`config.mk`:
```
export PLATFORM = sky130hd
export DESIGN_NAME = result_nibble_streamer
export DESIGN_NICKNAME = d
export VERILOG_FILES = /design/src/rtl/nibble_pkg.sv /design/src/rtl/result_fifo.sv /design/src/rtl/result_nibble_streamer.sv
export SDC_FILE = /design/constraint.sdc
export NUM_CORES = 1
export LEC_CHECK = 0
export ABC_CLOCK_PERIOD_IN_PS = 14400
export BUFFER_PORTS_ARGS = -buffer_cell sky130_fd_sc_hd__buf_2
export CAP_MARGIN = 30
export CORE_MARGIN = 4
export CORE_UTILIZATION = 30
export CTS_BUF_LIST = sky130_fd_sc_hd__clkbuf_16
export DETAILED_ROUTE_END_ITERATION = 8
export PLACE_DENSITY = 0.5
export SYNTH_ARGS = -nofsm -noshare
export SYNTH_HDL_FRONTEND = slang
export SYNTH_SLANG_ARGS = --single-unit
export TNS_END_PERCENT = 50
```
`constraint.sdc`:
```
create_clock -name clk -period 14.4 [get_ports clk]
set_clock_uncertainty 0.2 [all_clocks]
set_input_delay 0.72 -clock clk [delete_from_list [all_inputs] [get_ports clk]]
set_output_delay 0.72 -clock clk [all_outputs]
set_load 0.03 [all_outputs]
```
`src/rtl/nibble_pkg.sv`:
```
// Shared types and helpers for the result nibble streamer.
// The ASCII helper is used only when the top is built with NIBBLE_ASCII_EN defined.
package nibble_pkg;

    typedef enum logic [1:0] {
        ST_IDLE  = 2'd0,
        ST_LOAD  = 2'd1,
        ST_SHIFT = 2'd2
    } state_t;

    // 0-9 -> '0'-'9', A-F -> 'A'-'F' (uppercase)
    function automatic logic [7:0] hex_to_ascii(input logic [3:0] n);
        logic [7:0] base;
        base = (n < 4'd10) ? 8'h30 : 8'h37;
        return base + {4'h0, n};
    endfunction

    function automatic int nib_per_word(input int data_w);
        return data_w / 4;
    endfunction

endpackage

```
`src/rtl/result_fifo.sv`:
```
// Single-clock FIFO holding captured results until the serializer pops them.
module result_fifo #(
    parameter int DATA_W = 32,
    parameter int DEPTH  = 8
) (
    input  logic                     clk,
    input  logic                     reset_n,
    input  logic                     push_i,
    input  logic                     pop_i,
    input  logic                     flush_i,
    input  logic [DATA_W-1:0]        wdata_i,
    output logic [DATA_W-1:0]        rdata_o,
    output logic [$clog2(DEPTH):0]   count_o,
    output logic                     full_o,
    output logic                     empty_o
);
    localparam int AW = $clog2(DEPTH);
    localparam int CW = AW + 1;
    localparam logic [CW-1:0] FULL_CNT = CW'(DEPTH);

    logic [DATA_W-1:0] mem_q [DEPTH];
    logic [AW-1:0]     wr_ptr_q, wr_ptr_d;
    logic [AW-1:0]     rd_ptr_q, rd_ptr_d;
    logic [CW-1:0]     count_q, count_d;
    logic              push_ok, pop_ok;

    assign full_o  = (count_q == FULL_CNT);
    assign empty_o = (count_q == '0);
    assign count_o = count_q;
    assign rdata_o = mem_q[rd_ptr_q];

    assign push_ok = push_i & ~full_o & ~flush_i;
    assign pop_ok  = pop_i & ~empty_o & ~flush_i;

    always_comb begin
        wr_ptr_d = wr_ptr_q;
        rd_ptr_d = rd_ptr_q;
        count_d  = count_q;
        if (push_ok) wr_ptr_d = wr_ptr_q + 1'b1;
        if (pop_ok)  rd_ptr_d = rd_ptr_q + 1'b1;
        case ({push_ok, pop_ok})
            2'b10:   count_d = count_q + 1'b1;
            2'b01:   count_d = count_q - 1'b1;
            default: count_d = count_q;
        endcase
        if (flush_i) begin
            wr_ptr_d = '0;
            rd_ptr_d = '0;
            count_d  = '0;
        end
    end

    always_ff @(posedge clk or negedge reset_n) begin
        if (!reset_n) begin
            wr_ptr_q <= '0;
            rd_ptr_q <= '0;
            count_q  <= '0;
        end else begin
            wr_ptr_q <= wr_ptr_d;
            rd_ptr_q <= rd_ptr_d;
            count_q  <= count_d;
        end
    end

    // Storage needs no reset: count gates every read.
    always_ff @(posedge clk) begin
        if (push_ok) mem_q[wr_ptr_q] <= wdata_i;
    end

endmodule

```
`src/rtl/result_nibble_streamer.sv`:
```
// Captures multiplier results on the done rising edge and streams them MSB-first, one nibble per handshake.
// Build option: define NIBBLE_ASCII_EN to emit ASCII hex instead of {4'h0, nibble}.
module result_nibble_streamer
    import nibble_pkg::*;
#(
    parameter int DATA_W = 32,
    parameter int DEPTH  = 8
) (
    input  logic                    clk,
    input  logic                    reset_n,
    input  logic                    prod_done,
    input  logic [DATA_W-1:0]       product,
    input  logic                    flush,
    input  logic                    clr_overflow,
    output logic                    nib_valid,
    input  logic                    nib_ready,
    output logic [7:0]              nib_data,
    output logic                    nib_first,
    output logic                    nib_last,
    output logic [$clog2(DEPTH):0]  fifo_count,
    output logic                    overflow
);
    localparam int NPW  = nib_per_word(DATA_W);
    localparam int CNTW = $clog2(NPW);
    localparam logic [CNTW-1:0] CNT_TOP = CNTW'(NPW - 1);

    state_t            state_q, state_d;
    logic [DATA_W-1:0] shreg_q, shreg_d;
    logic [CNTW-1:0]   cnt_q, cnt_d;
    logic              done_dly_q;
    logic              overflow_q, overflow_d;
    logic              nib_valid_q, nib_first_q, nib_last_q;
    logic [7:0]        nib_data_q;

    logic              rise, push, pop, hs;
    logic              fifo_full, fifo_empty;
    logic [DATA_W-1:0] fifo_rdata;

    function automatic logic [7:0] nib_fmt(input logic [3:0] n);
`ifdef NIBBLE_ASCII_EN
        return hex_to_ascii(n);
`else
        return {4'h0, n};
`endif
    endfunction

    // Full test is on the registered count, so a same-cycle pop never frees a slot.
    assign rise = prod_done & ~done_dly_q;
    assign push = rise & ~fifo_full;
    assign pop  = (state_q == ST_LOAD);
    assign hs   = (state_q == ST_SHIFT) & nib_ready;

    result_fifo #(
        .DATA_W (DATA_W),
        .DEPTH  (DEPTH)
    ) u_fifo (
        .clk     (clk),
        .reset_n (reset_n),
        .push_i  (push),
        .pop_i   (pop),
        .flush_i (flush),
        .wdata_i (product),
        .rdata_o (fifo_rdata),
        .count_o (fifo_count),
        .full_o  (fifo_full),
        .empty_o (fifo_empty)
    );

    always_comb begin
        overflow_d = overflow_q;
        if (clr_overflow)     overflow_d = 1'b0;
        if (rise & fifo_full) overflow_d = 1'b1;
    end

    always_comb begin
        state_d = state_q;
        shreg_d = shreg_q;
        cnt_d   = cnt_q;
        case (state_q)
            ST_IDLE: begin
                if (!fifo_empty) state_d = ST_LOAD;
            end
            ST_LOAD: begin
                shreg_d = fifo_rdata;
                cnt_d   = CNT_TOP;
                state_d = ST_SHIFT;
            end
            ST_SHIFT: begin
                if (hs) begin
                    if (cnt_q != '0) begin
                        shreg_d = {shreg_q[DATA_W-5:0], 4'h0};
                        cnt_d   = cnt_q - 1'b1;
                    end else begin
                        state_d = fifo_empty ? ST_IDLE : ST_LOAD;
                    end
                end
            end
            default: state_d = ST_IDLE;
        endcase
        if (flush) state_d = ST_IDLE;
    end

    always_ff @(posedge clk or negedge reset_n) begin
        if (!reset_n) begin
            state_q    <= ST_IDLE;
            shreg_q    <= '0;
            cnt_q      <= '0;
            done_dly_q <= 1'b0;
            overflow_q <= 1'b0;
        end else begin
            state_q    <= state_d;
            shreg_q    <= shreg_d;
            cnt_q      <= cnt_d;
            done_dly_q <= prod_done;
            overflow_q <= overflow_d;
        end
    end

    // Outputs are registered from next-state so they hold steady under back-pressure.
    always_ff @(posedge clk or negedge reset_n) begin
        if (!reset_n) begin
            nib_valid_q <= 1'b0;
            nib_data_q  <= '0;
            nib_first_q <= 1'b0;
            nib_last_q  <= 1'b0;
        end else begin
            nib_valid_q <= (state_d == ST_SHIFT);
            nib_data_q  <= nib_fmt(shreg_d[DATA_W-1 -: 4]);
            nib_first_q <= (state_d == ST_SHIFT) && (cnt_d == CNT_TOP);
            nib_last_q  <= (state_d == ST_SHIFT) && (cnt_d == '0);
        end
    end

    assign nib_valid = nib_valid_q;
    assign nib_data  = nib_data_q;
    assign nib_first = nib_first_q;
    assign nib_last  = nib_last_q;
    assign overflow  = overflow_q;

endmodule
```
# Yosys cells after proc, flatten, opt, wreduce, memory -nomap -nowiden
# Memories as Yosys holds them, arrays and structs flattened.
# Cells that the tools add are included.
# word_totals
inputBits,38
out_inout_bits,16
word_cells,73
regBits,52
mem_bits_rw,256
memories,1
# memory_table
name,depth,width,rd,rd_ports_with_merged_regs,wr,line_no,rtl
u_fifo.mem_q,8,32,1,0,1,result_fifo.sv:21,logic [DATA_W-1:0] mem_q [DEPTH];
# op_classes
addsub,5
mux,22
bitwise_logic,12
reduce_logical,12
eq_ne,9
# op_table
operator,n
two-way mux 32 bit,2
case mux 32 bit (2 select lines),1
two-way mux 3 bit,6
bitwise AND 1 bit,8
two-way mux 2 bit,4
case mux 4 bit (2 select lines),1
nonzero test 2 bit,4
"adder 3 x 1 -> 3 bit, second input constant",2
"equality test 2 bit, second input constant",3
case mux 2 bit (3 select lines),1
case mux 3 bit (2 select lines),1
nonzero test 3 bit,2
two-way mux 1 bit,5
"adder 4 x 1 -> 4 bit, second input constant",1
"equality test 2 x 1 -> 1 bit, second input constant",2
"equality test 4 bit, second input constant",1
zero test 4 bit,1
two-way mux 4 bit,1
NOT 1 bit,4
"subtractor 4 x 1 -> 4 bit, second input constant",1
"equality test 3 bit, second input constant",1
zero test 3 bit,1
AND reduction 3 bit,1
"subtractor 3 x 1 -> 3 bit, second input constant",1
4 further kinds,5

# Logic depth before layout (Yosys ltp)
# Gate-level depths: netlist of run 1.
# depth
word_depth,8
ltp_mapped,11
mapped_depth_nobuf,11

# Modules after synthesis
# A second synthesis of run 1 with hierarchy kept.
# hier_totals
hier_cells,644
area_unflattened_um2,12384.4
# by_module_without_submodules
mod,n_inst,seq_area_each_um2,cells_each,area_each_um2
result_fifo,1,7937.6,448,10269.8
result_nibble_streamer,1,1051.0,196,2114.5

# Least setup slack after synthesis of run 1
# No wires, ideal clock.
# synth_path
path_type,input to register
startpoint,in prod_done
endpoint,mem u_fifo.mem_q[0][0] (enable)
setup_ps,513
path_buffers,0
cell_stages,3
t_arrival_ps,4599
slack_ps,9088
path_cell_list,nor2b_1 nand2_1 nor4b_1
# synth_between
elab_chain_cells,6
# synth_rtl
item,line_no,rtl
"start, declared",result_nibble_streamer.sv:11,"input logic prod_done,"
bitwise AND 1 bit,result_nibble_streamer.sv:48,assign rise = prod_done & ~done_dly_q;
bitwise AND 1 bit,result_nibble_streamer.sv:49,assign push = rise & ~fifo_full;
bitwise AND 1 bit (2 in series),result_fifo.sv:32,assign push_ok = push_i & ~full_o & ~flush_i;
two-way mux 1 bit,result_fifo.sv:67,if (push_ok) mem_q[wr_ptr_q] <= wdata_i;
two-way mux 1 bit (implied by the code),result_fifo.sv:67,
"end, declared",result_fifo.sv:21,
# Every way passes these cells.

# Worst setup path after layout of run 1
# layout_path
startpoint,reg state_q[0]
endpoint,reg shreg_q[17]
# layout_between
elab_chain_cells,4
word_cells_on_any_way,8
classes_between,eq/ne (4); mux (1); bitwise (1); reduce/logical (2)
# layout_rtl
item,line_no,rtl
"start, declared",result_nibble_streamer.sv:27,"state_t state_q, state_d;"
"start signal, assigned",result_nibble_streamer.sv:111,state_q <= state_d;
equality test 2 bit,"result_nibble_streamer.sv:51, result_nibble_streamer.sv:79",
bitwise AND 1 bit,result_nibble_streamer.sv:51,assign hs = (state_q == ST_SHIFT) & nib_ready;
!= test 2 bit (no source line),n/a,
AND reduction 3 bit (no source line),n/a,
"end signal, assigned",result_nibble_streamer.sv:112,shreg_q <= shreg_d;
"end, declared",result_nibble_streamer.sv:28,"logic [DATA_W-1:0] shreg_q, shreg_d;"
# Parallel ways exist; a longest one is shown, timed or not.
# A chain may end at the register's enable or synchronous reset.

==> results of run 1 <==
-- cell families after synthesis --
logic type	Yosys count	synth area share, %
other	1	0.0306
buffers and inverters	55	2.11
XOR/XNOR	7	0.500
AND/OR/NAND/NOR	116	4.26
adder cells (fa/ha/maj)	10	1.02
multiplexers	98	14.5
AO/OA/AOI/OAI	87	4.29
flip-flops	308	73.3
-- critical path, stage by stage, from the launching register on --
cell and delay, ns:
dfrtp_1 0.37, inv_1 0.09, ha_1 0.37, nand2b_1 0.10
buf_4 0.32, o21a_2 0.43, buf_4 0.48, nor2_1 0.10
a21oi_1 0.13, o21ai_0 0.10
-- metal layers --
layer,global-route usage [%],up-vias
li1,-,2779
met1,17.1,3145
met2,18.3,100
met3,2.41,43
met4,2.77,2
met5,0,-
-- cell usage in the layout, fill, tap and decap left out, types with 3 or more instances in the layout --
master and instances:
edfxtp_1 256, a31oi_1 3, mux2i_1 34, clkbuf_16 35, mux4_2 64, a21oi_1 31
dfrtp_1 49, ha_1 10, clkinv_1 5, xor2_1 5, nor4_2 3, inv_1 22
buf_4 16, clkinv_2 4, nor3_1 3, conb_1 4, nand2b_1 7, nand3b_1 3
o21ai_0 38, nor2_1 38, buf_2 49, nand2_1 45, nor2_4 3, o21bai_1 3
-- per-stage QoR --
stage	cell area (um2)	setup WS (ns)
2_1_floorplan	12300	9.09
3_3_place_gp	13100	11.34
3_5_place_dp	13100	11.31
4_1_cts	14200	11.40
5_1_grt	14200	11.25
6_report	14200	11.53
-- how the worst max path moves through the flow --
| stage | start | end |
|---|---|---|
| 2_1_floorplan | prod_done | u_fifo.mem_q[0][0] |
| 3_3_place_gp | prod_done | u_fifo.mem_q[3][3] |
| 3_5_place_dp | prod_done | u_fifo.mem_q[3][31] |
| 4_1_cts | u_fifo.rd_ptr_q[0] | shreg_q[31] |
| 5_1_grt | state_q[0] | shreg_q[17] |
| 6_report | state_q[0] | shreg_q[17] |
-- flip-flops by register name, indices dropped and copies added, names as in the netlist --
register and count:
u_fifo.mem_q 256, shreg_q 32, u_fifo.count_o 4, cnt_q 3, u_fifo.rd_ptr_q 3, u_fifo.wr_ptr_q 3
state_q 2, done_dly_q 1, nib_first 1, nib_last 1, nib_valid 1, overflow 1
-- power by group --
part | switching (mW) | leakage (nW) | internal [mW]
logic | 0.264 | 1.15 | 0.193
registers | 0.0578 | 2.97 | 1.03
clock network | 0.342 | 0.537 | 0.443
-- cell type report --
type                    count  area share [%]
inverters                  10           0.265
multi-input cells         322            21.8
well taps                 525            4.63
repair buffers             66            2.77
diodes                      1          0.0176
clock inverters            26           0.988
flip-flops and latches    308            63.4
clock buffers              35            6.17
-- synthesized netlist by cell type (10+ instances only) --
cell type | number | share of area, %
edfxtp_1 | 256 | 63
mux4_2 | 64 | 12
dfrtp_1 | 52 | 11
nand2_1 | 45 | 1.4
nor2_1 | 41 | 1.3
o21ai_0 | 38 | 1.6
mux2i_1 | 34 | 2.8
a21oi_1 | 31 | 1.3
clkbuf_1 | 22 | 0.67
ha_1 | 10 | 1.0
inv_1 | 10 | 0.31
==> reports/qor.csv, run 1 <==
stage,metric,value,unit
final_layout,fillers,3775,
worst_setup_path,crit_required,14.58,ns
status,status,completed,
routing,vias_per_cell,4.69,
global_route,grt_max_degree,53,
floorplanning,dieHeight,210,um
clock_network,clock-sinks,308,
placement,place_inst,1230,
clock_network,tritoncts,done,
worst_hold_path,hp-start,prod_done,
synth,yosysUniqueCellTypes,43,
routing,antenna_left,0,
floorplanning,rows,73,
routing,maxUsedRoutingLayer,met5,
synth,synth-async-reset-ratio,16.9,%
synth,synth_ff_type,edfxtp_1,
clock_network,cts_setup_buffers,0,
clock_network,cts_max_path_buffers,3,
sta,setup_viol,0,
sta,slew_headroom,41.9,%
sta,grt_setup_unrepaired,false,
clock_network,cts-buffers-inserted,34,
routing,num_vias,6069,
worst_setup_path,end_kind,register,
synth,synth-edff-count,256,
sta,fin_tns_setup,0,ns
sta,timing.final.crit_share,20.0,%
clock_network,holdBufCountCts,0,
routing,drc,0,
sta,slew_violations,0,
global_route,grt_pass1_vias,6427,
placement,hpwlAfterDp,13.7,mm
global_route,grt_pass1_wl,40.0,mm
synth,ys_seq_area_share,73.3,%
clock_network,root_buffer,clkbuf_16,
clock_network,clk_pin_slew_worst_paths,0.06,ns
power,p_leak,4.66,nW
global_route,grtUsageTotal,11.8,%
worst_hold_path,min_delay_path_depth,1,
synth,synth_cells,682,
floorplanning,fp.dieW,210,um
synth,synth-seq-cells,308,
floorplanning,coreArea,0.0401,mm2
routing,wire_per_inst,19.8,um
sta,max_freq,348,MHz
floorplanning,start_util,30.6,%
clock_network,insertion_delay,0.51,ns
worst_setup_path,cp-start-kind,register,
synth,ys_warn_count,0,
routing,met3_wirelength,921,um
synth,syn_avg_cell_area,18.0,um2
routing,routedLengthMet1,12.2,mm
worst_setup_path,r2r_cells,9,
synth,synth_area,0.0123,mm2
worst_setup_path,worst-path-max-fanout,46,
final_layout,multi_input_comb_area,0.00309,mm2
worst_setup_path,rr_startpoint,state_q[0],
final_layout,seqCellArea,0.00899,mm2
final_layout,drive_gt1_share,24.8,%
routing,dr.pass1.iters,4,
routing,drt_wl_total,25.5,mm
sta,finalHoldViolCount,0,
flow_run,drv_cap,0,
placement,port_buffers,49,
clock_network,cts-resized-gates,0,
sta,holdWs,0.138,ns
power,irDropWorstVdd,0.0000662,V
power,power.density,164,mW/mm2
worst_setup_path,crit_arrival,3.05,ns
clock_network,h-tree-depth,2,
worst_setup_path,worstSetupPathType,register to register,
final_layout,final_cells,1293,
sta,period_minus_slack,2.87,ns
final_layout,fin_util,35.4,%
global_route,grt_overflow,0,
placement,gp_congestion,0.702,
routing,first_iter_violations,415,
sta,worst_slew_pin_slew,0.872,ns
worst_setup_path,r2r_slack,11.53,ns
worst_hold_path,hold_class,input port to register,
final_layout,syn_to_final_growth,15.6,%
routing,wl_met2,11.9,mm
floorplanning,dieArea,0.0442,mm2
final_layout,nets,790,
worst_setup_path,r2r-end,shreg_q[17],
floorplanning,io_pins,54,
global_route,antenna_found_initial,2,
power,power,2.33,mW
worst_hold_path,hold_end,done_dly_q,
(Power assumes the default switching activity.)
==> inputs of run 2 (changes only) <==
- ABC_CLOCK_PERIOD_IN_PS: 14400 -> 2300
- PLACE_DENSITY: 0.5 -> 0.51
- clock period: 14.4 -> 2.3 ns (I/O delays scaled with it)
==> run 2 against run 1 <==
Net effect:
- the flow now finishes with violations (negative setup slack)
- maximum frequency is 14% higher
- register-to-register slack worse by 12 ns
- wire length is 5.1% higher
- sequential cell count stayed put
- cell count is 6.9% higher
- sequential power grew to 6.1 times the previous value
- critical endpoint is now u_fifo.count_o[3]
- largest cell class unchanged
- largest power group unchanged
==> reports/qor.csv, run 2 (synthesis results as in run 1) <==
stage,metric,value,unit,change
power,pwr-share-comb,22.2,%,+2.6 points
sta,slew_violations,0,,unchanged
final_layout,nets,880,,+11%
floorplanning,dieArea,0.0442,mm2,unchanged
final_layout,regMostFlops,u_fifo.mem_q,,
power,seqPwrFrac,43.5,%,-3.2 points
global_route,grt_max_degree,61,,+15%
sta,timing.final.crit_share,109,%,+90 points
clock_network,h-tree-depth,2,,unchanged
worst_setup_path,slowest_stage,or4b_4,,
final_layout,syn_to_final_growth,26.0,%,
final_layout,fin_util,38.6,%,+3.2 points
routing,drt_wl_total,26.8,mm,+5.1%
final_layout,final_common_cell,edfxtp_1,,
final_layout,fillers,3681,,-2.5%
global_route,grtUsageTotal,12.3,%,+0.53 points
flow_run,drv_cap,0,,unchanged
power,netSwitchingFraction,27.7,%,-0.75 points
sta,slew_headroom,58.1,%,+16 points
final_layout,diodes,0,,-1
sta,worst_slew_pin_slew,0.623,ns,-0.249 ns
status,failed_checks,negative setup slack,,
worst_setup_path,crit_path_cell_trace,or4b_4 -> a211oi_4 -> buf_4 -> ha_4 -> o21ai_1 -> nand2b_1 -> mux2i_1 -> nor4b_2 -> a21o_1,,
sta,max_freq,397,MHz,+14%
floorplanning,start_util,30.6,%,unchanged
final_layout,design_area,0.0155,mm2,+9.0%
status,status,"finished, violations left",,
clock_network,clk_pin_slew_worst_paths,0.06,ns,about the same
floorplanning,dieHeight,210,um,unchanged
global_route,grt_overflow,0,,unchanged
routing,vias_per_cell,4.65,,-0.83%
placement,port_buffers,49,,unchanged
final_layout,largest_reg_flops,256,,unchanged
worst_setup_path,worst-path-max-fanout,4,,-91%
global_route,grt_pass1_wl,42.3,mm,+5.5%
floorplanning,io_pins,54,,unchanged
floorplanning,fp.dieW,210,um,unchanged
clock_network,clock-sinks,308,,unchanged
placement,hpwlAfterDp,16.3,mm,+19%
clock_network,tritoncts,done,,
global_route,grt_pass1_vias,6925,,+7.7%
clock_network,insertion_delay,0.52,ns,about the same
worst_setup_path,end_kind,register,,
final_layout,mostFrequentLayoutCells,"edfxtp_1 (256), mux4_2 (64), buf_2 (49), dfrtp_1 (46), nand2_1 (43)",,
worst_setup_path,worstSetupPathType,register to register,,
routing,drc,0,,unchanged
placement,gp_congestion,0.719,,+2.4%
floorplanning,coreArea,0.0401,mm2,unchanged
sta,setup_slack,-0.218,ns,-11.75 ns
routing,num_vias,6433,,+6.0%
worst_setup_path,r2r_cells,9,,unchanged
worst_setup_path,slowest_delay,0.56,ns,+0.08 ns
power,clkPwrFrac,34.3,%,+0.6 points
routing,dr.pass1.iters,4,,unchanged
routing,first_iter_violations,358,,-14%
worst_hold_path,hold_class,input port to register,,
power,switching_power,4.25,mW,+540%
worst_setup_path,crit_required,2.54,ns,-12.04 ns
global_route,antenna_found_initial,0,,-2
sta,grt_setup_unrepaired,true,,
routing,wire_per_inst,19.4,um,-1.7%
sta,period_minus_slack,2.52,ns,-0.355 ns
power,power.density,992,mW/mm2,+500%
power,p_int,11.1,mW,+560%
worst_hold_path,min_delay_path_depth,3,,+2
sta,setup_viol,2,,+2
clock_network,cts-buffers-inserted,34,,unchanged
final_layout,drive_gt1_share,29.9,%,+5.1 points
power,irDropWorstVdd,0.000441,V,+570%
placement,post_dp_cell_area,0.0138,mm2,+5.4%
routing,antenna_left,0,,unchanged
clock_network,cts_max_path_buffers,3,,unchanged
worst_setup_path,crit_arrival,2.76,ns,-0.29 ns
floorplanning,rows,73,,unchanged
power,p_leak,5.20,nW,+12%
clock_network,root_buffer,clkbuf_16,,
worst_setup_path,cp-start-kind,register,,
sta,finalHoldViolCount,0,,unchanged
-- run 2: worst max-delay path, delay by kind of cell (launching register included) --
family / cells / cell delay [ns]
muxes: 1 / 0.17
adders and majority gates: 1 / 0.20
and+or+nand+nor: 3 / 0.84
buffers and inverters: 1 / 0.16
AOI/OAI and AO/OA: 3 / 0.48
DFF: 1 / 0.40
-- run 2: path summary, 6_finish.rpt --
path	startpoint	slack (ns)	to
worst max-delay path	u_fifo.count_o[2]	-0.22	u_fifo.count_o[3]
worst min-delay path	clr_overflow	0.14	overflow
worst max register to register	u_fifo.count_o[2]	-0.22	u_fifo.count_o[3]
worst min register to register	shreg_q[2]	0.29	shreg_q[2]
max in group asynchronous	reset_n	0.25	shreg_q[17]
min in group asynchronous	reset_n	0.47	done_dly_q
-- run 2: cell type report --
type / instances / area (um2) / share of cell area (%)
sequential: 308 / 9000 / 58.2
multi-input combinational: 322 / 3190 / 20.6
timing repair buffer: 156 / 1480 / 9.59
clock buffer: 35 / 876 / 5.67
tap: 525 / 657 / 4.25
clock inverter: 26 / 220 / 1.42
inverter: 10 / 37.5 / 0.243
-- run 2: power by group through the flow --
stage	combinational (mW)	sequential, mW	clock [mW]
after floorplan	2.29	6.82	0
after global placement	3.37	6.79	0
after detailed placement	3.40	6.80	0
after CTS	3.48	6.68	5.42
after global routing	3.77	6.72	5.68
final	3.41	6.68	5.25
-- run 2: routing by layer --
| metal | track usage (%) | routed length, um |
|---|---|---|
| met1 | 17.4 | 12700 |
| met5 | 0 | 0 |
| met4 | 3.17 | 486 |
| met2 | 19.8 | 12800 |
| met3 | 2.11 | 829 |
-- run 2: what timing repair did --
item                       4_1_cts  5_1_grt
buffers inserted                 5        5
hold endpoints to repair       320        0
pin swaps                        9        3
hold buffers                    39        0
gates resized for setup          6        2
setup endpoints to repair       54       27
-- run 2: metrics by stage --
| step | power [mW] | setup WS, ns | TNS (ns) | cells | hold slack, ns |
|---|---|---|---|---|---|
| 2_1_floorplan | 9.11 | -0.436 | -63.58 | 685 | -0.381 |
| 3_3_place_gp | 10.2 | -0.270 | -8.51 | 1270 | 0.00144 |
| 3_5_place_dp | 10.2 | -0.285 | -3.48 | 1272 | 0.00912 |
| 4_1_cts | 15.6 | -0.228 | -0.906 | 1377 | 0.120 |
| 5_1_grt | 16.2 | -0.363 | -0.747 | 1382 | 0.164 |
| 6_report | 15.3 | -0.218 | -0.388 | 1382 | 0.139 |
